$ cat config.mk
export PLATFORM = sky130hd
export DESIGN_NAME = regfile_issue
export DESIGN_NICKNAME = d
export VERILOG_FILES = /design/src/rtl/regfile_issue_pkg.sv /design/src/rtl/regfile_issue_regfile.sv /design/src/rtl/regfile_issue.sv
export SDC_FILE = /design/constraint.sdc
export NUM_CORES = 1
export LEC_CHECK = 0
export ABC_CLOCK_PERIOD_IN_PS = 1500
export BUFFER_PORTS_ARGS = -buffer_cell sky130_fd_sc_hd__buf_2
export CAP_MARGIN = 20
export CORE_MARGIN = 8
export CORE_UTILIZATION = 40
export CTS_BUF_LIST = sky130_fd_sc_hd__clkbuf_4 sky130_fd_sc_hd__clkbuf_8
export DETAILED_ROUTE_END_ITERATION = 6
export HOLD_SLACK_MARGIN = 0.06
export SYNTH_ARGS = -nofsm -noshare
export SYNTH_HDL_FRONTEND = slang
export SYNTH_SLANG_ARGS = --single-unit
$ cat constraint.sdc
create_clock -name clk -period 1.5 [get_ports clk]
set_clock_uncertainty 0.05 [all_clocks]
set_input_delay 0.15 -clock clk [delete_from_list [all_inputs] [get_ports clk]]
set_output_delay 0.15 -clock clk [all_outputs]
set_load 0.02 [all_outputs]
$ cat src/rtl/regfile_issue_pkg.sv
// Shared definitions for the regfile_issue block: opcodes, FSM states,
// instruction field positions and the default data width.
package regfile_issue_pkg;

  localparam int WIDTH_DEFAULT = 4;

  localparam logic [1:0] OP_LDI = 2'b00;
  localparam logic [1:0] OP_XOR = 2'b01;
  localparam logic [1:0] OP_AND = 2'b10;
  localparam logic [1:0] OP_OR  = 2'b11;

  // Field LSBs within the 8-bit instruction; every field except imm is 2 bits wide
  localparam int OP_LSB   = 6;
  localparam int RD_LSB   = 4;
  localparam int RS1_LSB  = 2;
  localparam int RS2_LSB  = 0;
  localparam int IMM_LSB  = 0;
  localparam int IMM_BITS = 4;

  typedef enum logic [1:0] {
    ST_IDLE = 2'd0,
    ST_EXEC = 2'd1,
    ST_WB   = 2'd2
  } state_t;

endpackage

$ cat src/rtl/regfile_issue_regfile.sv
// Four-entry register file: two operand read ports, one debug read port,
// one synchronous write port and an asynchronous clear.
module issue_regfile
  import regfile_issue_pkg::*;
#(
  parameter int WIDTH = WIDTH_DEFAULT
) (
  input  logic             clk,
  input  logic             rstn,
  input  logic             we,
  input  logic [1:0]       waddr,
  input  logic [WIDTH-1:0] wdata,
  input  logic [1:0]       raddr_a,
  input  logic [1:0]       raddr_b,
  input  logic [1:0]       raddr_dbg,
  output logic [WIDTH-1:0] rdata_a,
  output logic [WIDTH-1:0] rdata_b,
  output logic [WIDTH-1:0] rdata_dbg
);

  logic [WIDTH-1:0] regs_q [4];
  logic [WIDTH-1:0] regs_d [4];

  always_comb begin
    regs_d = regs_q;
    if (we) regs_d[waddr] = wdata;
  end

  always_ff @(posedge clk or negedge rstn) begin
    if (!rstn) begin
      for (int i = 0; i < 4; i++) regs_q[i] <= '0;
    end else begin
      regs_q <= regs_d;
    end
  end

  assign rdata_a   = regs_q[raddr_a];
  assign rdata_b   = regs_q[raddr_b];
  assign rdata_dbg = regs_q[raddr_dbg];

endmodule

$ cat src/rtl/regfile_issue.sv
// Three-cycle issue unit: latches one instruction, drives operands and op
// enables to external ALU stages, then writes the result back.
module regfile_issue
  import regfile_issue_pkg::*;
#(
  parameter int WIDTH = WIDTH_DEFAULT
) (
  input  logic             clk,
  input  logic             rstn,
  input  logic [7:0]       instr,
  input  logic             instr_valid,
  output logic             instr_ready,
  output logic [WIDTH-1:0] Rd1,
  output logic [WIDTH-1:0] Rd2,
  output logic             xor_en,
  output logic             and_en,
  output logic             or_en,
  input  logic [WIDTH-1:0] alu_result,
  output logic             done,
  input  logic [1:0]       dbg_sel,
  output logic [WIDTH-1:0] dbg_data
);

  state_t           state_q, state_d;
  logic [7:0]       instr_q, instr_d;
  logic [WIDTH-1:0] wb_q, wb_d;

  logic [1:0]          op, rd, rs1, rs2;
  logic [IMM_BITS-1:0] imm;
  logic [WIDTH-1:0]    rdata_a, rdata_b;
  logic                we;

  assign op  = instr_q[OP_LSB  +: 2];
  assign rd  = instr_q[RD_LSB  +: 2];
  assign rs1 = instr_q[RS1_LSB +: 2];
  assign rs2 = instr_q[RS2_LSB +: 2];
  assign imm = instr_q[IMM_LSB +: IMM_BITS];

  issue_regfile #(.WIDTH(WIDTH)) u_regfile (
    .clk       (clk),
    .rstn      (rstn),
    .we        (we),
    .waddr     (rd),
    .wdata     (wb_q),
    .raddr_a   (rs1),
    .raddr_b   (rs2),
    .raddr_dbg (dbg_sel),
    .rdata_a   (rdata_a),
    .rdata_b   (rdata_b),
    .rdata_dbg (dbg_data)
  );

  always_comb begin
    state_d     = state_q;
    instr_d     = instr_q;
    wb_d        = wb_q;
    instr_ready = 1'b0;
    Rd1         = '0;
    Rd2         = '0;
    xor_en      = 1'b0;
    and_en      = 1'b0;
    or_en       = 1'b0;
    done        = 1'b0;
    we          = 1'b0;
    unique case (state_q)
      ST_IDLE: begin
        instr_ready = 1'b1;
        if (instr_valid) begin
          instr_d = instr;
          state_d = ST_EXEC;
        end
      end
      ST_EXEC: begin
        Rd1    = rdata_a;
        Rd2    = rdata_b;
        xor_en = (op == OP_XOR);
        and_en = (op == OP_AND);
        or_en  = (op == OP_OR);
        // The size cast zero-extends or truncates imm to the data width
        wb_d    = (op == OP_LDI) ? WIDTH'(imm) : alu_result;
        state_d = ST_WB;
      end
      ST_WB: begin
        done    = 1'b1;
        we      = 1'b1;
        state_d = ST_IDLE;
      end
      default: state_d = ST_IDLE;
    endcase
  end

  always_ff @(posedge clk or negedge rstn) begin
    if (!rstn) begin
      state_q <= ST_IDLE;
      instr_q <= '0;
      wb_q    <= '0;
    end else begin
      state_q <= state_d;
      instr_q <= instr_d;
      wb_q    <= wb_d;
    end
  end

endmodule

## After elaboration in Yosys (flattened, before gate mapping)

Cells that the tools add are included.

| word-level totals | value |
|---|---|
| word-level logic and storage cells | 48 |
| register bits | 30 |

| operators by class | value |
|---|---|
| reductions and logical operators | 4 |
| magnitude comparators | 5 |
| mux-type cells | 22 |
| bitwise operators | 4 |
| eq/ne operators | 6 |

Operators by type and width:

| cell | count |
|---|---|
| two-way mux 4 bit | 10 |
| binary-select mux 4 bit (select 2 bit) | 3 |
| bitwise mux 16 bit | 1 |
| greater-or-equal comparator 3 bit, second input constant | 4 |
| inverter 2 -> 3 bit | 4 |
| demux 4 bit (select 2 bit) | 1 |
| equality test 2 bit, second input constant | 3 |
| two-way mux 1 bit | 5 |
| equality test 2 x 1 -> 1 bit, second input constant | 2 |
| logical NOT 2 bit | 2 |
| one-hot mux 2 bit (2 select lines) | 1 |
| less-than comparator 3 x 1 -> 1 bit, second input constant | 1 |
| two-way mux 2 bit | 1 |
| != test 2 bit, second input constant | 1 |
| AND reduction 2 bit | 1 |
| logical AND 1 bit | 1 |

## Longest topological paths before layout

Gate-level depths: netlist of run 1.

| depth | value |
|---|---|
| word-level depth | 6 |
| mapped depth | 6 |
| depth with buffers taken out | 4 |

## Cells and area by module

Synthesis of run 1 repeated with hierarchy kept, for this count alone.

| unflattened totals | value |
|---|---|
| cells, all modules | 102 |
| area, all modules | 1577.8 um^2 |

By module, submodules not included:

| module | area each (um^2) | times used | cells an instance | seq. area each (um^2) |
|---|---|---|---|---|
| issue_regfile | 900.9 | 1 | 48 | 400.4 |
| regfile_issue | 676.9 | 1 | 54 | 350.3 |

## Worst setup path after synthesis of run 1

OpenSTA, ideal clock, no wires.

| timing | value |
|---|---|
| kind | reg2reg |
| from | register state_q[0] |
| to | register instr_q[0] |
| data required time | 1.325 ns |
| arrival | 1.250 ns |
| period minus slack after synthesis | 1.424 ns |
| stages on the path, launching flop included | 5 |
| path buffers | 1 |
| library setup time | 0.125 ns |
| setup slack | 0.076 ns |
| cells stage by stage | dfrtp_1 -> nor2_2 -> and2_1 -> buf_6 -> mux2_2 |

| on the way | value |
|---|---|
| cells in the longest elaborated chain, start to end | 2 |

RTL lines:

| item | RTL line | RTL |
|---|---|---|
| from (decl) | regfile_issue.sv:24 | `state_t state_q, state_d;` |
| from (signal assigned) | regfile_issue.sv:98 | `state_q <= state_d;` |
| logical NOT 2 bit | regfile_issue.sv:65 | `unique case (state_q)` |
| AND reduction 2 bit (no line) | - |  |
| to (signal assigned) | regfile_issue.sv:99 | `instr_q <= instr_d;` |
| to (decl) | regfile_issue.sv:25 | `logic [7:0] instr_q, instr_d;` |

No other way between the ends.
A chain may end at the register's enable or synchronous reset.

## Final worst setup path of run 1

| timing | value |
|---|---|
| from | register instr_q[2] |
| to | output Rd1[0] |

| on the way | value |
|---|---|
| cells in the longest elaborated chain, start to end | 5 |

RTL lines:

| item | RTL line | RTL |
|---|---|---|
| inverter 2 -> 3 bit (implied by the code) | regfile_issue_regfile.sv:37 | `assign rdata_a = regs_q[raddr_a];` |
| binary-select mux 4 bit (select 2 bit) | regfile_issue_regfile.sv:37 |  |
| two-way mux 4 bit (implied by the code) (2 in series) | regfile_issue_regfile.sv:37 |  |
| two-way mux 4 bit | regfile_issue.sv:65 |  |
| to (decl) | regfile_issue.sv:13 | `output logic [WIDTH-1:0] Rd1,` |

No other way between the ends. The select of a mux whose other input is x is not followed.

==> run summary, run 1 <==
port bufs: 33
global-route wire length before repair: 6180 um
crit end category: primary output
synthesized area per cell: 15.1 um^2
CP endpoint: Rd1[0]
Synth Area in Simple Gates: 10.3%
Die W: 79.0 um
Worst slew margin: 54.9%
period utilization: 119%
TritonCTS clock tree: yes
outcome: finished with violations
xor-xnor portion of the synthesized cell area: 0%
post-synth design cell area: 1590 um^2
Sw Ratio: 32.6%
largest area contributor in the netlist: dfrtp_1
Logic pwr share: 41.9%
Vias per Instance: 5.11
fin util: 57.4%
I/O pins: 34
grt total ovfl: 0
Final Hold Viols: 0
CP Data Required Time: 1.30 ns
Core ar.: 3910 um^2
CP Launch Point: instr_q[2]
DR WL/cell: 18.2 um
clock power share: 17.6%
Worst path max stage delay: 0.54 ns
Area Overhead vs Synth: 41.3%
Setup Viol. Count Final: 17
unrepaired setup endpoints after global routing: yes
adder-cell share of the synthesized area: 0%
final wirelength: 3920 um
worst vdd ir: 0.000801 V
Finished Cell Area: 2240 um^2
largest family of logic cells by synthesized area: multiplexers
die area: 6250 um^2
Die H: 79.0 um
Reg area: 754 um^2
reg2reg path depth: 5
mux contribution to synthesized area: 38.2%
EDFF count, synth: 0
Syn Nets: 122
Final Hold Slack: 0.106 ns
global routing usage summed across all routing layers: 13.1%
CTS sink count: 30
Max-cap violations: 0
placed cell areas: 1820 um^2
Mapped Cells: 105
Sw Pwr: 1.23 mW
Internal Pwr Total: 2.56 mW
R2R Path End: u_regfile.regs_q[14]
Compound-Gate Fraction of Synth Area: 1.26%
Initial Utilization: 40.6%
DR iter-0 viols: 43
Clk pin slew, worst setup/hold paths: 0.07 ns
Worst Path Class, Setup: register to primary output
Finished Layout Cells: 215
Min Clock Period, post-route: 1.79 ns
# rows: 23
maximum number of pins on one net before global-route repair: 31
drt first pass iters: 4
leakage: 1.02 nW
RR Startpoint: state_q[0]
Total Power: 3.79 mW
ys async rst share: 100%
pre-CTS setup slack: -0.123 ns
post-route ant nets: 0
CP arrival: 1.59 ns
Worst path slowest cell: mux4_2
antenna diode count: 0
Worst-Margin Slew: 0.677 ns
synthesized flop and latch total: 30
fraction of final layout cells with drive strength greater than 1: 68.5%
initial antenna violation count: 0
# fillers: 339
Worst Setup Slack, final: -0.288 ns
# DRC: 0
multi-input logic area: 852 um^2
Placed Cells: 189
Sequential Power Share: 40.5%
Primary FF master, synth: dfrtp_1
Max clock buf depth: 2
GPL Wtd Cong: 0.769
H-tree Lvls: 2
TNS Setup: -2.29 ns
Worst Hold Class: input pin to register
synth top area cells: dfrtp_1 (47%), mux2_2 (17%), mux4_1 (12%), mux4_2 (7.1%), and2_1 (3.5%)
Yosys top cell area share: 47.2%
root buffer cell: clkbuf_8
failing checks: negative setup slack
synth unique cells: 20
crit start category: register
total number of vias: 1099
power per cell area: 1690 nW/um^2
total CTS buffers: 5
max-slew violations: 0
nets@finish: 181
hpwl dp: 2570 um
Reg2Reg Setup Slack: -0.06 ns
FMAX: 0.559 GHz
clock latency on the worst-skew pair: 0.29 ns
YS warnings: 0
vias in the first global route: 1212
sequential element share of the synthesized area: 47.2%
crit path max fanout: 5
worst path cell trace: mux4_2 > and2_4 > buf_6
power by group through the flow:
| stage | Clock, mW | Combinational, mW | Sequential (mW) |
|---|---|---|---|
| 2_1_floorplan | 0 | 0.955 | 1.35 |
| 3_3_place_gp | 0 | 1.14 | 1.48 |
| 3_5_place_dp | 0 | 1.17 | 1.50 |
| 4_1_cts | 0.696 | 1.45 | 1.51 |
| 5_1_grt | 0.726 | 1.69 | 1.60 |
| 6_report | 0.666 | 1.59 | 1.54 |
area by class of cell:
type / count / area share, %
timing repair inverter: 1 / 0.334
tap: 50 / 2.79
clock inverter: 2 / 0.557
timing repair buffer: 56 / 20.7
multi-input combinational: 69 / 38.0
sequential: 30 / 33.6
clock buffer: 6 / 3.68
inverter: 1 / 0.390
cell families after synthesis:
family,Yosys count
compound gates,4
buf+inv,6
simple gates,25
mux,40
flops,30
cell usage after synthesis (2+ instances only):
master    n
mux2_2   24
buf_2     2
o21ai_0   4
mux4_2    5
and3b_1   2
dfrtp_1  30
mux2i_1   4
nor2_1    2
nand2_1   5
buf_6     3
mux4_1    7
and2_1    9
flip-flops by register name, summed over array words and instances (netlist names):
register and cells:
wb_q 4, state_q 2, u_regfile.regs_q 16, instr_q 8
what timing repair did:
item / CTS / global route
hold buffers: 9 / 0
gates cloned: 1 / 0
pin swaps: 6 / 3
resized for setup: 52 / 21
hold endpoints to repair: 38 / 0
buffers inserted: 4 / 4
setup endpoints to repair: 15 / 33
critical path: cells and delay by family, from the launching register on:
family                 cells  cell delay [ns]
buffers and inverters      1             0.12
DFF                        1             0.49
and+or+nand+nor            1             0.15
muxes                      1             0.54
worst min-delay path by stage:
stage,start,to,slack [ns],depth (start not counted)
floorplan,rstn,instr_q[0],-0.20,0
global placement,rstn,instr_q[2],0.17,1
detailed placement,rstn,state_q[0],0.17,1
CTS,alu_result[1],wb_q[1],0.1,3
global route,alu_result[1],wb_q[1],0.13,3
finish,alu_result[3],wb_q[3],0.11,3
routing by layer:
metal	wire length (um)	GRT usage, %	vias up
li1	-	-	504
met1	1610	14.2	567
met2	2090	22.9	21
met3	146	4.06	7
met4	78	5.56	0
met5	0	0	-
placed cells by master (no fill, tap or decap), types with 2 or more instances in the layout:
master,synthesis,final
clkinvlp_4,0,2
mux2_2,24,12
and2_4,0,9
nand2_1,5,5
dlygate4sd3_1,0,9
buf_6,3,17
mux4_2,5,12
nor2_1,2,2
buf_2,2,17
and3b_2,0,2
clkbuf_8,0,6
dfrtp_2,0,3
mux2_4,0,12
dfrtp_1,30,27
buf_4,0,13
o21ai_0,4,4
mux2i_1,4,4
No activity file was read; power rests on OpenSTA's default activity.
==> run 2, diff against run 1 <==
ABC_CLOCK_PERIOD_IN_PS = 1800   (was 1500)
clock period = 1.8 ns   (was 1.5 ns; I/O delays follow)
==> run 2 against run 1 <==
- the run now ends clean
- sequential share of layout area up 5.0 points
- clock power fell by 17%
- hold slack lost 0.023 ns
- first-iteration DRC count grew 33%
- global-route usage decreased by 1.2 points
- core utilization fell by 7.5 points
- non-clock buffer count shrank 19
- cell count fell by 9.3%
- combinational power fell by 34%
- largest power group is now sequential cells
==> run summary, run 2 (synthesized netlist as in run 1, its figures left out) <==
outcome: finished clean (was finished with violations)
# DRC: 0 (unchanged)
CP arrival: 1.54 ns (was 1.59 ns)
global routing usage summed across all routing layers: 11.9% (was 13.1%)
period utilization: 98.5%
pre-CTS setup slack: 0.134 ns (was -0.123 ns)
crit end category: primary output (unchanged)
global-route wire length before repair: 5710 um (was 6180 um)
Sequential Power Share: 43.9% (was 40.5%)
CTS sink count: 30 (unchanged)
final wirelength: 3450 um (was 3920 um)
maximum number of pins on one net before global-route repair: 31 (unchanged)
unrepaired setup endpoints after global routing: yes (unchanged)
Final Hold Viols: 0 (unchanged)
Worst Setup Slack, final: 0.0270 ns (was -0.288 ns)
Die H: 79.0 um (unchanged)
Min Clock Period, post-route: 1.77 ns
DR WL/cell: 17.7 um (was 18.2 um)
Worst Hold Class: input pin to register (unchanged)
Initial Utilization: 40.6% (unchanged)
post-route ant nets: 0 (unchanged)
nets@finish: 161 (was 181)
crit-path leading delay family: multiplexers (unchanged)
Sw Ratio: 33.1% (was 32.6%)
antenna diode count: 0 (unchanged)
crit start category: register (unchanged)
total number of vias: 1018 (was 1099)
I/O pins: 34 (unchanged)
grt total ovfl: 0 (unchanged)
fin util: 49.8% (was 57.4%)
Sw Pwr: 0.950 mW (was 1.23 mW)
crit path max fanout: 5 (unchanged)
hpwl dp: 2580 um (was 2570 um)
die area: 6250 um^2 (unchanged)
Total Power: 2.87 mW (was 3.79 mW)
Worst Path Class, Setup: register to primary output (unchanged)
Area Overhead vs Synth: 22.8% (was 41.3%)
root buffer cell: clkbuf_8 (unchanged)
worst path cell trace: mux4_2 > and2_4 > buf_6 (unchanged)
Internal Pwr Total: 1.92 mW (was 2.56 mW)
Worst path slowest cell: mux4_2 (unchanged)
max-slew violations: 0 (unchanged)
Clk pin slew, worst setup/hold paths: 0.07 ns (about the same)
Worst slew margin: 56.2% (was 54.9%)
Vias per Instance: 5.22 (was 5.11)
# fillers: 370 (was 339)
Finished Cell Area: 1950 um^2 (was 2240 um^2)
Worst-Margin Slew: 0.657 ns (was 0.677 ns)
GPL Wtd Cong: 0.724 (was 0.769)
initial antenna violation count: 0 (unchanged)
Setup Viol. Count Final: 0 (was 17)
Worst path max stage delay: 0.52 ns (was 0.54 ns)
# rows: 23 (unchanged)
total CTS buffers: 5 (unchanged)
DR iter-0 viols: 57 (was 43)
clock power share: 19.3% (was 17.6%)
port bufs: 33 (unchanged)
max reg flops: 16 (unchanged)
commonest cells after routing, fill and taps aside: dfrtp_1 (28), buf_2 (25), mux2_2 (24), mux4_2 (12) (was dfrtp_1 (27), buf_2 (17), buf_6 (17), buf_4 (13))
Die W: 79.0 um (unchanged)
Core ar.: 3910 um^2 (unchanged)
clock latency on the worst-skew pair: 0.28 ns (was 0.29 ns)
CP Data Required Time: 1.57 ns (was 1.30 ns)
Biggest register: u_regfile.regs_q (unchanged)
Final Hold Slack: 0.0830 ns (was 0.106 ns)
most common cell after layout, fill and taps aside: dfrtp_1 (unchanged)
H-tree Lvls: 2 (unchanged)
TritonCTS clock tree: yes (unchanged)
Max-cap violations: 0 (unchanged)
power per cell area: 1470 nW/um^2 (was 1690 nW/um^2)
Worst Path Buf+Inv: 1 (unchanged)
leakage: 0.880 nW (was 1.02 nW)
worst vdd ir: 0.000599 V (was 0.000801 V)
placed cell areas: 1780 um^2 (was 1820 um^2)
vias in the first global route: 1130 (was 1212)
Max clock buf depth: 2 (unchanged)
drt first pass iters: 4 (unchanged)
Logic pwr share: 36.8% (was 41.9%)
FMAX: 0.564 GHz
Largest regs: u_regfile.regs_q (16), instr_q (8), wb_q (4) (unchanged)
fraction of final layout cells with drive strength greater than 1: 64.8% (was 68.5%)
## run 2: changes by cell type in the layout (fill, tap and decap cells not counted), moves of 2 or more
cell and delta:
mux2_2 +12, mux2_4 -12, buf_4 -10, buf_6 -9
buf_2 +8, dlygate4sd3_1 -8, and3b_1 +2, and3b_2 -2
## run 2: area by class of cell
type / instances / area [um^2] / share of cell area (%)
clock buffer: 6 / 82.6 / 4.23
inverter: 1 / 7.51 / 0.385
multi-input combinational: 69 / 785 / 40.2
tap: 50 / 62.6 / 3.21
sequential: 30 / 753 / 38.6
timing repair buffer: 37 / 248 / 12.7
clock inverter: 2 / 12.5 / 0.641
## run 2: per-stage QoR
stage               setup TNS (ns)  instances
finish                           0        195
global route                -0.243        195
CTS                         -0.124        195
detailed placement               0        184
global placement                 0        184
floorplan                        0        105
## run 2: routing by layer
layer  track usage, %  routed length, um  vias to the layer above
met5                0                  0                        -
li1                 -                  -                      466
met1             13.1               1390                      529
met2             21.1               1870                       18
met3             4.06                160                        5
met4             3.33                 29                        0
## run 2: worst reg2reg max path: stages, from the launching register on
cell	delay, ns
dfrtp_1	0.42
nor2b_4	0.17
nor3b_4	0.36
mux2_2	0.38
## run 2: power by group through the flow
stage / combinational (mW) / clock (mW) / sequential, mW
after global placement: 0.919 / 0 / 1.24
after floorplan: 0.796 / 0 / 1.12
after detailed placement: 0.941 / 0 / 1.25
after global routing: 1.14 / 0.602 / 1.31
after CTS: 0.977 / 0.571 / 1.25
final: 1.05 / 0.554 / 1.26
## run 2: final timing paths
| path | startpoint | end | slack (ns) | depth (start not counted) |
|---|---|---|---|---|
| setup / recovery | instr_q[0] | Rd2[2] | 0.03 | 3 |
| hold / removal | instr[3] | instr_q[3] | 0.08 | 2 |
| setup reg to reg | state_q[0] | u_regfile.regs_q[13] | 0.31 | 3 |
| hold reg to reg | u_regfile.regs_q[6] | u_regfile.regs_q[6] | 0.50 | 1 |
| max in group asynchronous | rstn | instr_q[2] | 0.80 | 2 |
| min in group asynchronous | rstn | state_q[0] | 0.43 | 2 |
## run 2: timing repair
item | 4_1_cts | 5_1_grt
hold buffers | 1 | 0
setup buffers | 2 | 0
setup endpoints to repair | 8 | 8
resized for setup | 7 | 27
endpoints found under the hold margin | 30 | 0
gates cloned | 0 | 0
==> run 3, diff against run 2 <==
ABC_CLOCK_PERIOD_IN_PS = not set   (was 1800)
CORE_UTILIZATION = 55   (was 40)
PLACE_DENSITY = 0.8   (was not set)
REMOVE_ABC_BUFFERS = 1   (was not set)
==> run 3 against run 2 <==
- the flow now finishes with violations (negative setup slack)
- setup slack lost 0.078 ns
- combinational power rose by 4%
- hold slack improved by 0.0030 ns
- critical path depth unchanged
- first-iteration DRC count shrank 1.8%
- routed wire length is 9.6% higher
- sequential share of layout area is 0.87 points lower
- count of clock-buffer cells in the layout fell by 1
- core utilization rose by 23 points
- clock power shrank 5.1%
- global-route usage rose by 4.3 points
==> run summary, run 3 (synthesized netlist as in run 1, its figures left out) <==
outcome: finished with violations (was finished clean)
failing checks: negative setup slack
DR iter-0 viols: 56 (was 57)
crit start category: register (unchanged)
crit end category: primary output (unchanged)
Worst-Margin Slew: 0.659 ns (was 0.657 ns)
unrepaired setup endpoints after global routing: yes (unchanged)
Finished Cell Area: 2000 um^2 (was 1950 um^2)
TNS Setup: -0.276 ns (was 0 ns)
Worst path slowest cell: mux4_2 (unchanged)
placed cell areas: 1760 um^2 (was 1780 um^2)
period utilization: 103% (was 98.5%)
Sw Ratio: 34.1% (was 33.1%)
Worst Setup Slack, final: -0.0512 ns (was 0.0270 ns)
global routing usage summed across all routing layers: 16.1% (was 11.9%)
Area Overhead vs Synth: 25.6% (was 22.8%)
FMAX: 0.540 GHz (was 0.564 GHz)
Final Hold Viols: 0 (unchanged)
worst vdd ir: 0.00109 V (was 0.000599 V)
die area: 4870 um^2 (was 6250 um^2)
most common cell after layout, fill and taps aside: dfrtp_1 (unchanged)
port bufs: 33 (unchanged)
Core ar.: 2760 um^2 (was 3910 um^2)
I/O pins: 34 (unchanged)
CTS sink count: 30 (unchanged)
Worst path max stage delay: 0.53 ns (was 0.52 ns)
hold depth: 3 (was 2)
Sequential Power Share: 44.2% (was 43.9%)
crit path max fanout: 5 (unchanged)
Crit. path cell count: 3 (unchanged)
H-tree Lvls: 2 (unchanged)
Clk pin slew, worst setup/hold paths: 0.10 ns (was 0.07 ns)
antenna diode count: 0 (unchanged)
reg2reg path depth: 3 (unchanged)
CP arrival: 1.62 ns (was 1.54 ns)
Largest regs: u_regfile.regs_q (16), instr_q (8), wb_q (4) (unchanged)
maximum number of pins on one net before global-route repair: 31 (unchanged)
GPL Wtd Cong: 0.826 (was 0.724)
global-route wire length before repair: 6050 um (was 5710 um)
CP Data Required Time: 1.57 ns (about the same)
Max-cap violations: 0 (unchanged)
fraction of final layout cells with drive strength greater than 1: 62.1% (was 64.8%)
Max clock buf depth: 2 (unchanged)
drt first pass iters: 4 (unchanged)
Vias per Instance: 5.84 (was 5.22)
initial antenna violation count: 0 (unchanged)
Initial Utilization: 57.6% (was 40.6%)
final wirelength: 3790 um (was 3450 um)
hpwl dp: 2520 um (was 2580 um)
DR WL/cell: 20.6 um (was 17.7 um)
Sw Pwr: 0.991 mW (was 0.950 mW)
fin util: 72.4% (was 49.8%)
# rows: 19 (was 23)
Worst Path Class, Setup: register to primary output (unchanged)
# DRC: 0 (unchanged)
Setup Viol. Count Final: 8 (was 0)
vias in the first global route: 1215 (was 1130)
nets@finish: 169 (was 161)
Worst slew margin: 56.1% (was 56.2%)
worst path cell trace: mux4_2 > and2_4 > buf_6 (unchanged)
max reg flops: 16 (unchanged)
Reg area: 753 um^2 (unchanged)
Biggest register: u_regfile.regs_q (unchanged)
# fillers: 189 (was 370)
total number of vias: 1075 (was 1018)
commonest cells after routing, fill and taps aside: dfrtp_1 (28), mux2_2 (24), buf_2 (24), mux4_2 (12), dlygate4sd3_1 (9) (was dfrtp_1 (28), buf_2 (25), mux2_2 (24), mux4_2 (12))
power per cell area: 1450 nW/um^2 (was 1470 nW/um^2)
Finished Layout Cells: 184 (was 195)
Worst Hold Class: input pin to register (unchanged)
post-route ant nets: 0 (unchanged)
Logic pwr share: 37.6% (was 36.8%)
Die H: 69.8 um (was 79.0 um)
multi-input logic area: 790 um^2 (was 785 um^2)
root buffer cell: clkbuf_4 (was clkbuf_8)
max-slew violations: 0 (unchanged)
clock latency on the worst-skew pair: 0.33 ns (was 0.28 ns)
Internal Pwr Total: 1.91 mW (was 1.92 mW)
leakage: 0.918 nW (was 0.880 nW)
Die W: 69.8 um (was 79.0 um)
Placed Cells: 165 (was 184)
total CTS buffers: 5 (unchanged)
clock power share: 18.1% (was 19.3%)
grt total ovfl: 0 (unchanged)
crit-path leading delay family: multiplexers (unchanged)
TritonCTS clock tree: yes (unchanged)
Worst Path Buf+Inv: 1 (unchanged)
Min Clock Period, post-route: 1.85 ns (was 1.77 ns)
## run 3: changes by cell type in the layout (fill, tap and decap cells not counted), sizes merged
cell / delta
clkbuf: -1
clkinvlp: -2
dlygate4sd3: +8
bufinv: +1
inv: +1
clkinv: +1
## run 3: per-layer routing
metal | track usage [%] | part of all wire, %
met1 | 16.0 | 37
met2 | 28.0 | 54
met3 | 6.01 | 5.4
met4 | 9.60 | 3.0
met5 | 0 | 0
## run 3: worst reg2reg max path: stages, from the launching register on
cell and delay (ns):
dfrtp_1 0.44, nor2_2 0.10, and2_1 0.43, mux2_2 0.40
## run 3: final timing paths
path                               start         end  slack (ns)
min in group asynchronous           rstn  instr_q[7]        0.35
hold / removal             alu_result[2]     wb_q[2]        0.09
max in group asynchronous           rstn  instr_q[0]        0.88
setup / recovery              instr_q[2]      Rd1[2]       -0.05
hold reg to reg                  wb_q[3]     wb_q[3]        0.52
setup reg to reg              state_q[0]  instr_q[0]        0.27
## run 3: what timing repair did
item,4_1_cts,5_1_grt
setup buffers,2,0
hold buffers,9,0
gates resized for setup,34,3
gates cloned,0,0
pin swaps,0,8
endpoints found under the setup margin,8,10
endpoints found under the hold margin,38,0
## run 3: through the flow
step	power, mW	hold WS [ns]	setup WS, ns
2_1_floorplan	1.88	-0.166	0.297
3_3_place_gp	2.14	0.187	0.170
3_5_place_dp	2.20	0.201	0.137
4_1_cts	2.88	0.0727	-0.0808
5_1_grt	3.06	0.128	-0.118
6_report	2.90	0.0860	-0.0512
## run 3: power by group through the flow
stage               Sequential, mW  Clock (mW)  Combinational (mW)
floorplan                     1.14           0               0.742
global placement              1.23           0               0.911
detailed placement            1.26           0               0.945
CTS                           1.26       0.540                1.09
global route                  1.32       0.563                1.17
finish                        1.28       0.526                1.09
## run 3: cell type report
type                            count  area share, %
Sequential cell                    30           37.7
Inverter                            1          0.313
Clock inverter                      3           2.01
Timing Repair Buffer               45           16.6
Multi-Input combinational cell     69           39.6
Tap cell                           31           1.94
Clock buffer                        5           1.88
